--- config.mk ---
export PLATFORM = sky130hd
export DESIGN_NAME = mx_block_amax
export DESIGN_NICKNAME = d
export VERILOG_FILES = /design/src/rtl/mx_pkg.sv /design/src/rtl/mx_block_amax_max2.sv /design/src/rtl/mx_block_amax.sv
export SDC_FILE = /design/constraint.sdc
export NUM_CORES = 1
export LEC_CHECK = 0
export CAP_MARGIN = 20
export CELL_PAD_IN_SITES_DETAIL_PLACEMENT = 1
export CELL_PAD_IN_SITES_GLOBAL_PLACEMENT = 2
export CORE_ASPECT_RATIO = 1.25
export CORE_MARGIN = 4
export CORE_UTILIZATION = 36
export CTS_CLUSTER_SIZE = 25
export DETAILED_ROUTE_END_ITERATION = 16
export GPL_ROUTABILITY_DRIVEN = 1
export PLACE_DENSITY = 0.93
export SKIP_CTS_REPAIR_TIMING = 1
export SYNTH_ARGS = -nofsm -noshare
export SYNTH_HDL_FRONTEND = slang
export SYNTH_SLANG_ARGS = --single-unit
--- constraint.sdc ---
create_clock -name clk -period 7.47 [get_ports clk]
set_input_delay 1.494 -clock clk [delete_from_list [all_inputs] [get_ports clk]]
set_output_delay 1.494 -clock clk [all_outputs]
set_load 0.01 [all_outputs]
--- src/rtl/mx_pkg.sv ---
// Shared FP32/MX definitions for the FP32-to-MX (E5M2) conversion path.
// Field positions use data-sheet numbering: bit 32 is the sign and bit 1 is the mantissa LSB.
package mx_pkg;

    localparam int MX_BLOCK_SIZE = 32;

    localparam int EXP_MSB = 31;
    localparam int EXP_LSB = 24;
    localparam int MAN_MSB = 23;
    localparam int MAN_LSB = 1;

    localparam logic [7:0] EXP_ALL_ONES = 8'hFF;

    typedef logic [30:0] fp32_mag_t;

    // Bit N in data-sheet numbering is vector index N-1.
    function automatic fp32_mag_t fp32_mag(input logic [31:0] d);
        return d[EXP_MSB-1:MAN_LSB-1];
    endfunction

    function automatic logic fp32_is_nan(input logic [31:0] d);
        return (d[EXP_MSB-1:EXP_LSB-1] == EXP_ALL_ONES) && (d[MAN_MSB-1:MAN_LSB-1] != '0);
    endfunction

endpackage

--- src/rtl/mx_block_amax_max2.sv ---
// Two-input unsigned magnitude max with NaN flag merge (combinational).
// Unsigned order puts NaN above Inf above all finite values, so NaN propagates for free.
module mx_mag_max2
    import mx_pkg::*;
(
    input  fp32_mag_t a,
    input  fp32_mag_t b,
    input  logic      a_nan,
    input  logic      b_nan,
    output fp32_mag_t max_mag,
    output logic      max_nan
);

    assign max_mag = (b > a) ? b : a;
    assign max_nan = a_nan | b_nan;

endmodule

--- src/rtl/mx_block_amax.sv ---
// Per-block running max magnitude feeding the E8M0 shared-scale divider; double-buffered output.
// Optional early block close (in_last / out_partial) under `define MX_AMAX_FLUSH_EN.
module mx_block_amax
    import mx_pkg::*;
#(
    parameter int BLOCK_SIZE = MX_BLOCK_SIZE,
    parameter int CNT_W      = 5
) (
    input  logic        clk,
    input  logic        rst_n,
    input  logic        in_valid,
    output logic        in_ready,
    input  logic [31:0] in_data,
`ifdef MX_AMAX_FLUSH_EN
    input  logic        in_last,
    output logic        out_partial,
`endif
    output logic        out_valid,
    input  logic        out_ready,
    output logic [30:0] out_amax,
    output logic        out_nan
);

    localparam logic [CNT_W-1:0] LAST_IDX = CNT_W'(BLOCK_SIZE - 1);

    logic [CNT_W-1:0] count;
    fp32_mag_t        acc;
    logic             acc_nan;

    fp32_mag_t elem_mag;
    logic      elem_nan;
    fp32_mag_t max_mag;
    logic      max_nan;
    fp32_mag_t merged_mag;
    logic      merged_nan;
    logic      at_last;
    logic      closing;
    logic      xfer;
    logic      unused_sign;

    assign elem_mag    = fp32_mag(in_data);
    assign elem_nan    = fp32_is_nan(in_data);
    assign unused_sign = in_data[31];

    mx_mag_max2 u_max2 (
        .a       (acc),
        .b       (elem_mag),
        .a_nan   (acc_nan),
        .b_nan   (elem_nan),
        .max_mag (max_mag),
        .max_nan (max_nan)
    );

    // The first element of a block must not see the previous block's accumulator.
    assign merged_mag = (count == '0) ? elem_mag : max_mag;
    assign merged_nan = (count == '0) ? elem_nan : max_nan;

    assign at_last = (count == LAST_IDX);
`ifdef MX_AMAX_FLUSH_EN
    assign closing = at_last | in_last;
`else
    assign closing = at_last;
`endif

    // Only the closing element can stall, and only when the output slot will not free this cycle.
    assign in_ready = !(closing && out_valid && !out_ready);
    assign xfer     = in_valid && in_ready;

    always_ff @(posedge clk or negedge rst_n) begin
        if (!rst_n) begin
            count   <= '0;
            acc     <= '0;
            acc_nan <= 1'b0;
        end else if (xfer) begin
            acc     <= merged_mag;
            acc_nan <= merged_nan;
            count   <= closing ? '0 : count + 1'b1;
        end
    end

    always_ff @(posedge clk or negedge rst_n) begin
        if (!rst_n) begin
            out_valid <= 1'b0;
            out_amax  <= '0;
            out_nan   <= 1'b0;
        end else if (xfer && closing) begin
            out_valid <= 1'b1;
            out_amax  <= merged_mag;
            out_nan   <= merged_nan;
        end else if (out_ready) begin
            out_valid <= 1'b0;
        end
    end

`ifdef MX_AMAX_FLUSH_EN
    always_ff @(posedge clk or negedge rst_n) begin
        if (!rst_n) begin
            out_partial <= 1'b0;
        end else if (xfer && closing) begin
            out_partial <= !at_last;
        end
    end
`endif

endmodule

==> results.sh <==
export IMPL_cts_clk_slew_worst_paths_ns=0.06
export IMPL_grt_use_total_pct=18.6
export IMPL_postLayoutCoreUtil_pct=46.3
export IMPL_drive_gt1_share_pct=12.7
export IMPL_tns_ns=0
export IMPL_worst_hold_path_type="register to register"
export IMPL_dp_hpwl_um=7940
export IMPL_coreArea_sq_um=11200
export IMPL_cp_end_kind="register"
export IMPL_ys_seq_area_share_pct=42.2
export IMPL_clock_latency_ns=0.34
export IMPL_post_drt_wl_per_cell_um=19.5
export IMPL_stdcell_area_sq_um=5180
export IMPL_startpoint="in_data[14]"
export IMPL_p_leak_nw=2.39
export IMPL_rr_startpoint="acc[14]"
export IMPL_rsz0062_at_grt="no"
export IMPL_hold_ws_ns=0.475
export IMPL_postSynthCellCount=412
export IMPL_vias_per_cell=5.74
export IMPL_cp_max_fo=32
export IMPL_htree_levels=3
export IMPL_regArea_sq_um=1750
export IMPL_gp_congestion=0.813
export IMPL_required_ns=7.69
export IMPL_placed_area_sq_um=4910
export IMPL_multi_input_area_sq_um=2160
export IMPL_layout_commonest_cell="dfrtp_1"
export IMPL_syn_num_nets=482
export IMPL_clkSinkCount=70
export IMPL_antenna_found_initial=0
export IMPL_design_die_area_sq_um=13300
export IMPL_final_cell_mix="70 x dfrtp_1, 67 x clkdlybuf4s50_1, 47 x nand2_1, 41 x nand4_1, 36 x inv_1"
export IMPL_grt_start_max_net_pins=71
export IMPL_fillers=1258
export IMPL_crit_type="primary input to register"
export IMPL_die_x_um=104
export IMPL_syn_to_final_growth_pct=24.8
export IMPL_start_util_pct=37.1
export IMPL_diodes=0
export IMPL_fin_nets=539
export IMPL_drt_iter0_drc=87
export IMPL_overflow=0
export IMPL_rr_endpoint="acc[30]"
export IMPL_status="finished, final reports clean"
export IMPL_grt_pass1_vias=3848
export IMPL_port_buffers=68
export IMPL_dieHeight_um=128
export IMPL_cts_tree="yes"
export IMPL_finalNonFillerCells=607
export IMPL_place_inst=592
export IMPL_cp_start_kind="primary input"
export IMPL_fmaxAchievable_ghz=0.210
export IMPL_grt_pass1_wl_um=19800
export IMPL_cp_endpoint="acc[30]"
export IMPL_period_share_pct=63.9
export IMPL_yosysWarnings=0
export IMPL_synth_seq_cells=70
export IMPL_ios=70
export IMPL_clock_path_buffers=2
export IMPL_slew_limit_headroom_pct=29.8
export IMPL_vdd_ir_drop_max_v=0.000179
export IMPL_skew_ns=0.00910
export IMPL_numCtsBuffers=9
export IMPL_setup_viol_count_final=0
export IMPL_routed_wl_um=11900
export IMPL_cap_violations=0
export IMPL_worst_pin_slew_ns=1.05
export IMPL_ys_types=35
export IMPL_drc=0
export IMPL_power_density_nw_per_um2=380
export IMPL_ant_nets=0
export IMPL_slew_violations=0
export IMPL_cts_root_buf="clkbuf_16"
export IMPL_synthesis_area_sq_um=4150
export IMPL_first_pass_iters=4
export IMPL_worstPathArrival_ns=4.99
export IMPL_reg2reg_slack_ns=3.97
export IMPL_rows=43
export IMPL_min_period_ns=4.77
export IMPL_avgSynthCellArea_sq_um=10.1
export IMPL_reg2reg_depth=8
export IMPL_report_final_hold_viol_count=0
export IMPL_num_vias=3482
-- cell families (layout without fill, tap and decap cells) --
group | after synthesis | in the layout | share of synthesized area, %
compound gates | 67 | 67 | 10.9
simple gates | 146 | 146 | 18.3
mux | 34 | 34 | 11.9
fa+ha+maj | 34 | 34 | 10.2
flops | 70 | 70 | 42.2
buf+inv | 61 | 121 | 6.51
-- how the worst min path moves through the flow --
stage                            start            to  slack (ns)  cells past startpoint
final                     out_amax[10]  out_amax[10]        0.48                      2
after global routing      out_amax[19]  out_amax[19]        0.51                      2
after CTS                 out_amax[23]  out_amax[23]        0.48                      2
after detailed placement  out_amax[10]  out_amax[10]        0.47                      2
after global placement    out_amax[15]  out_amax[15]        0.47                      2
after floorplan                acc_nan       acc_nan        0.48                      2
-- worst max-delay path, stage by stage --
cell	delay, ns
clkdlybuf4s50_1	0.49
ha_1	0.36
nand4_1	0.17
or4_4	0.59
nor2b_2	0.20
a31o_2	0.67
a21o_4	0.63
mux2_1	0.38
-- synth_stat cells --
cell	instances	area (sq um)
a211oi_1	1	7.51
o32ai_1	1	8.76
nor4_1	5	31.3
mux2_4	30	450
ha_1	34	425
and3_1	2	12.5
a21oi_2	1	8.76
inv_1	36	135
mux2_1	1	11.3
dfrtp_1	70	1750
a21o_2	1	8.76
a22o_1	1	8.76
buf_8	3	45.0
a31o_2	1	8.76
nand4_1	41	257
nor4b_2	1	15.0
nor4_2	1	12.5
nand2_1	47	176
nor3_1	3	15.0
nor2_1	6	22.5
nand3_1	35	175
mux2_2	3	33.8
a221oi_1	1	8.76
a211o_1	1	8.76
nor2b_2	1	8.76
nand2b_1	1	6.26
o211ai_1	31	233
a21o_4	1	15.0
a31oi_1	1	6.26
or4_4	1	11.3
a21oi_1	17	85.1
buf_2	6	30.0
clkbuf_1	16	60.1
nand3b_1	2	15.0
o21ai_0	9	45.0
-- cell type report --
| cell class | instances | area share, % |
|---|---|---|
| clock buffer | 12 | 4.76 |
| multi-input combinational | 281 | 41.7 |
| inverter | 36 | 2.61 |
| sequential | 70 | 33.8 |
| clock inverter | 2 | 0.193 |
| tap | 135 | 3.26 |
| timing repair buffer | 71 | 13.7 |
-- power by group --
group          internal, mW  switching (mW)  leakage [nW]
Clock                 0.229           0.154         0.128
Combinational         0.451           0.454          1.40
Sequential            0.552           0.129         0.855
-- state kept, by name (all words and copies together), names as in the netlist --
register	flops
count	5
acc	31
out_valid	1
out_amax	31
out_nan	1
acc_nan	1
-- per-layer routing --
metal	part of all wire, %	routed length [um]	vias up	global-route usage (%)
met2	53	6240	75	33.2
met4	2.4	280	0	7.67
met1	41	4890	1772	22.0
li1	-	-	1612	-
met5	0	0	-	0
met3	3.7	437	23	3.43
-- stage by stage --
stage | setup slack (ns) | power (mW)
3_5_place_dp | 2.33 | 1.59
5_1_grt | 2.49 | 2.12
2_1_floorplan | 4.00 | 1.25
4_1_cts | 2.67 | 1.99
3_3_place_gp | 2.37 | 1.54
6_report | 2.70 | 1.97
Note: power is estimated with default switching activity, not from simulation.
==> patch: new RTL, same settings <==
Change the package constant `EXP_LSB` from 24 to 12.
--- a/src/rtl/mx_pkg.sv
+++ b/src/rtl/mx_pkg.sv
@@ -5,7 +5,7 @@
     localparam int MX_BLOCK_SIZE = 32;
 
     localparam int EXP_MSB = 31;
-    localparam int EXP_LSB = 24;
+    localparam int EXP_LSB = 12;
     localparam int MAN_MSB = 23;
     localparam int MAN_LSB = 1;
 
Function: no difference found for any inputs over 10 cycles, from zero or initial values and one cycle with rst_n low; that may be too few to reach the edited logic, so the function may still have changed.
==> patch against the original RTL <==
  * Via count decreased by 1.1%
  * First-iteration DRC count up 14%
  * Area after synthesis hardly changed
  * Maximum frequency increased by 1.0%
  * Largest power group unchanged
  * Power rose by 5.0%
  * Combinational power hardly changed
  * Sequential cell count stayed put
  * Routed wire length fell by 2.4%
  * Final area up 1.2%
  * Register-to-register slack improved by 50 ps
  * Global-route usage shrank 0.083 points
  * Setup slack better by 49 ps
==> patch: results (changes against the original RTL) <==
[clock_network]
later_pin_clock_latency_in_the_skew_report_ps = 340  ; about the same
max-clock-path-buffers = 2  ; unchanged
cts.reportedPaths.clkPinSlew_ps = 60  ; about the same
maximum_level_of_the_cts_h_tree = 3  ; unchanged
cts_buf_count = 9  ; unchanged
cts-root-buf = sky130_fd_sc_hd__clkbuf_16  ; unchanged

[route]
wirelength_mm = 11.6  ; was 11.9 mm
dr.pass1.iters = 4  ; unchanged
drt_first_iter_violations = 99  ; was 87
detail_route.vias_per_cell = 5.68  ; was 5.74

[synthesis]
yosysSeqAreaShare_pct = 42.2  ; about the same
yosys.area_share.adder_pct = 10.2  ; about the same
postSynthNetCount = 478  ; was 482
yosys-top-cells-area = sky130_fd_sc_hd__dfrtp_1 (42%), sky130_fd_sc_hd__mux2_4 (11%), sky130_fd_sc_hd__ha_1 (10%)  ; unchanged
synth.lib_cells_used.distinct = 36  ; was 35
yosysWarningCount = 0  ; unchanged
synthTopCellsByCount = sky130_fd_sc_hd__dfrtp_1 (70), sky130_fd_sc_hd__nand2_1 (46), sky130_fd_sc_hd__nand4_1 (39), sky130_fd_sc_hd__inv_1 (36), sky130_fd_sc_hd__nand3_1 (36)  ; was sky130_fd_sc_hd__dfrtp_1 (70), sky130_fd_sc_hd__nand2_1 (47), sky130_fd_sc_hd__nand4_1 (41), sky130_fd_sc_hd__inv_1 (36), sky130_fd_sc_hd__nand3_1 (35)
synth_compound_area_share_pct = 10.8  ; was 10.9%
synthMuxAreaShare_pct = 11.9  ; about the same

[sta]
final_layout_setup_total_negative_slack_ps = 0  ; unchanged
final.setup_skew_ps = 6.09  ; was 9.10 ps
max_slew_headroom_pct = 37.0  ; was 29.8%

[cells_and_area]
fillCellCount = 1267  ; was 1258
insertedDiodeCount = 0  ; unchanged
fin_nets = 536  ; was 539
biggestRegsByFlops = acc (31), out_amax (31), count (5)  ; unchanged
drive_gt1_share_pct = 13.8  ; was 12.7%

[global_route]
grt_use_met1_pct = 21.8  ; was 22.0%
grt_util_all_layers_pct = 18.5  ; was 18.6%
first_global_vias = 3838  ; was 3848
use_met2_pct = 33.0  ; was 33.2%
grt.met3_usage_pct = 2.97  ; was 3.43%
grt_pass1_wl_mm = 19.7  ; was 19.8 mm
grt_max_degree = 71  ; unchanged
antenna_found_initial = 0  ; unchanged

[place]
dp.final_hpwl_mm = 7.72  ; was 7.94 mm
port_buffers = 68  ; unchanged
place.gp.congestion = 0.780  ; was 0.813
placed_inst_area_mm2 = 0.00489  ; was 0.00491 mm²

[worst_setup_path]
crit_fanout = 32  ; unchanged
worstPathArrival_ps = 4940  ; was 4990 ps

[outcome]
outcome = complete, no violations  ; unchanged

[power_and_ir_drop]
irDropWorstVdd_uv = 148  ; was 179 µV
power.static_leakage_nw = 2.43  ; was 2.39 nW

[worst_hold_path]
worstHoldPathType = flip-flop to flip-flop  ; unchanged

## patch: per-layer routing
metal	up-vias	part of all wire, %
met2	65	53
met1	1759	41
met5	-	0
met4	0	2.4
li1	1603	-
met3	17	3.7
## patch: cells by family (layout without fill, tap and decap cells)
family	count (synthesis)	after routing
compound gates	67	67
fa+ha+maj	34	34
buf+inv	61	124
flops	70	70
mux	34	34
simple gates	142	142
## patch: critical path, stage by stage
cell                              delay, ps
sky130_fd_sc_hd__clkdlybuf4s50_1        500
sky130_fd_sc_hd__ha_1                   350
sky130_fd_sc_hd__nand4_1                170
sky130_fd_sc_hd__or4_4                  590
sky130_fd_sc_hd__nor2b_2                170
sky130_fd_sc_hd__a31o_2                 640
sky130_fd_sc_hd__a21o_4                 620
sky130_fd_sc_hd__mux2_1                 370
## patch: cell type report
class | count | area (µm²) | share of cell area, %
Inverter | 36 | 135 | 2.58
Clock buffer | 13 | 270 | 5.16
Timing Repair Buffer | 72 | 718 | 13.7
Tap cell | 135 | 169 | 3.22
Multi-Input combinational cell | 277 | 2130 | 40.7
Sequential cell | 70 | 1750 | 33.4
Clock inverter | 3 | 65.1 | 1.24
## patch: worst paths after layout
kind / startpoint / to / slack [ps] / depth (start not counted)
hold reg to reg: out_nan / out_nan / 470 / 2
hold / removal: out_nan / out_nan / 470 / 2
max in group asynchronous: rst_n / acc[30] / 5470 / 2
setup / recovery: in_data[13] / acc[30] / 2750 / 8
setup reg to reg: acc[13] / acc[30] / 4020 / 8
min in group asynchronous: rst_n / out_amax[18] / 1380 / 2
## patch: stage by stage
stage	setup slack [ps]	power (mW)	std cells	utilization, %	hold slack [ps]
finish	2750	2.07	606	46.8	474
global route	2540	2.22	606	46.8	500
CTS	2750	2.09	605	46.7	482
detailed placement	2390	1.59	589	43.7	468
global placement	2440	1.54	589	43.7	465
floorplan	4000	1.26	408	-	478
## patch: report_power, final
group          leakage [nW]  internal, mW  switching [mW]
Clock                 0.166         0.319           0.166
Sequential            0.855         0.552           0.128
Combinational          1.41         0.452           0.450
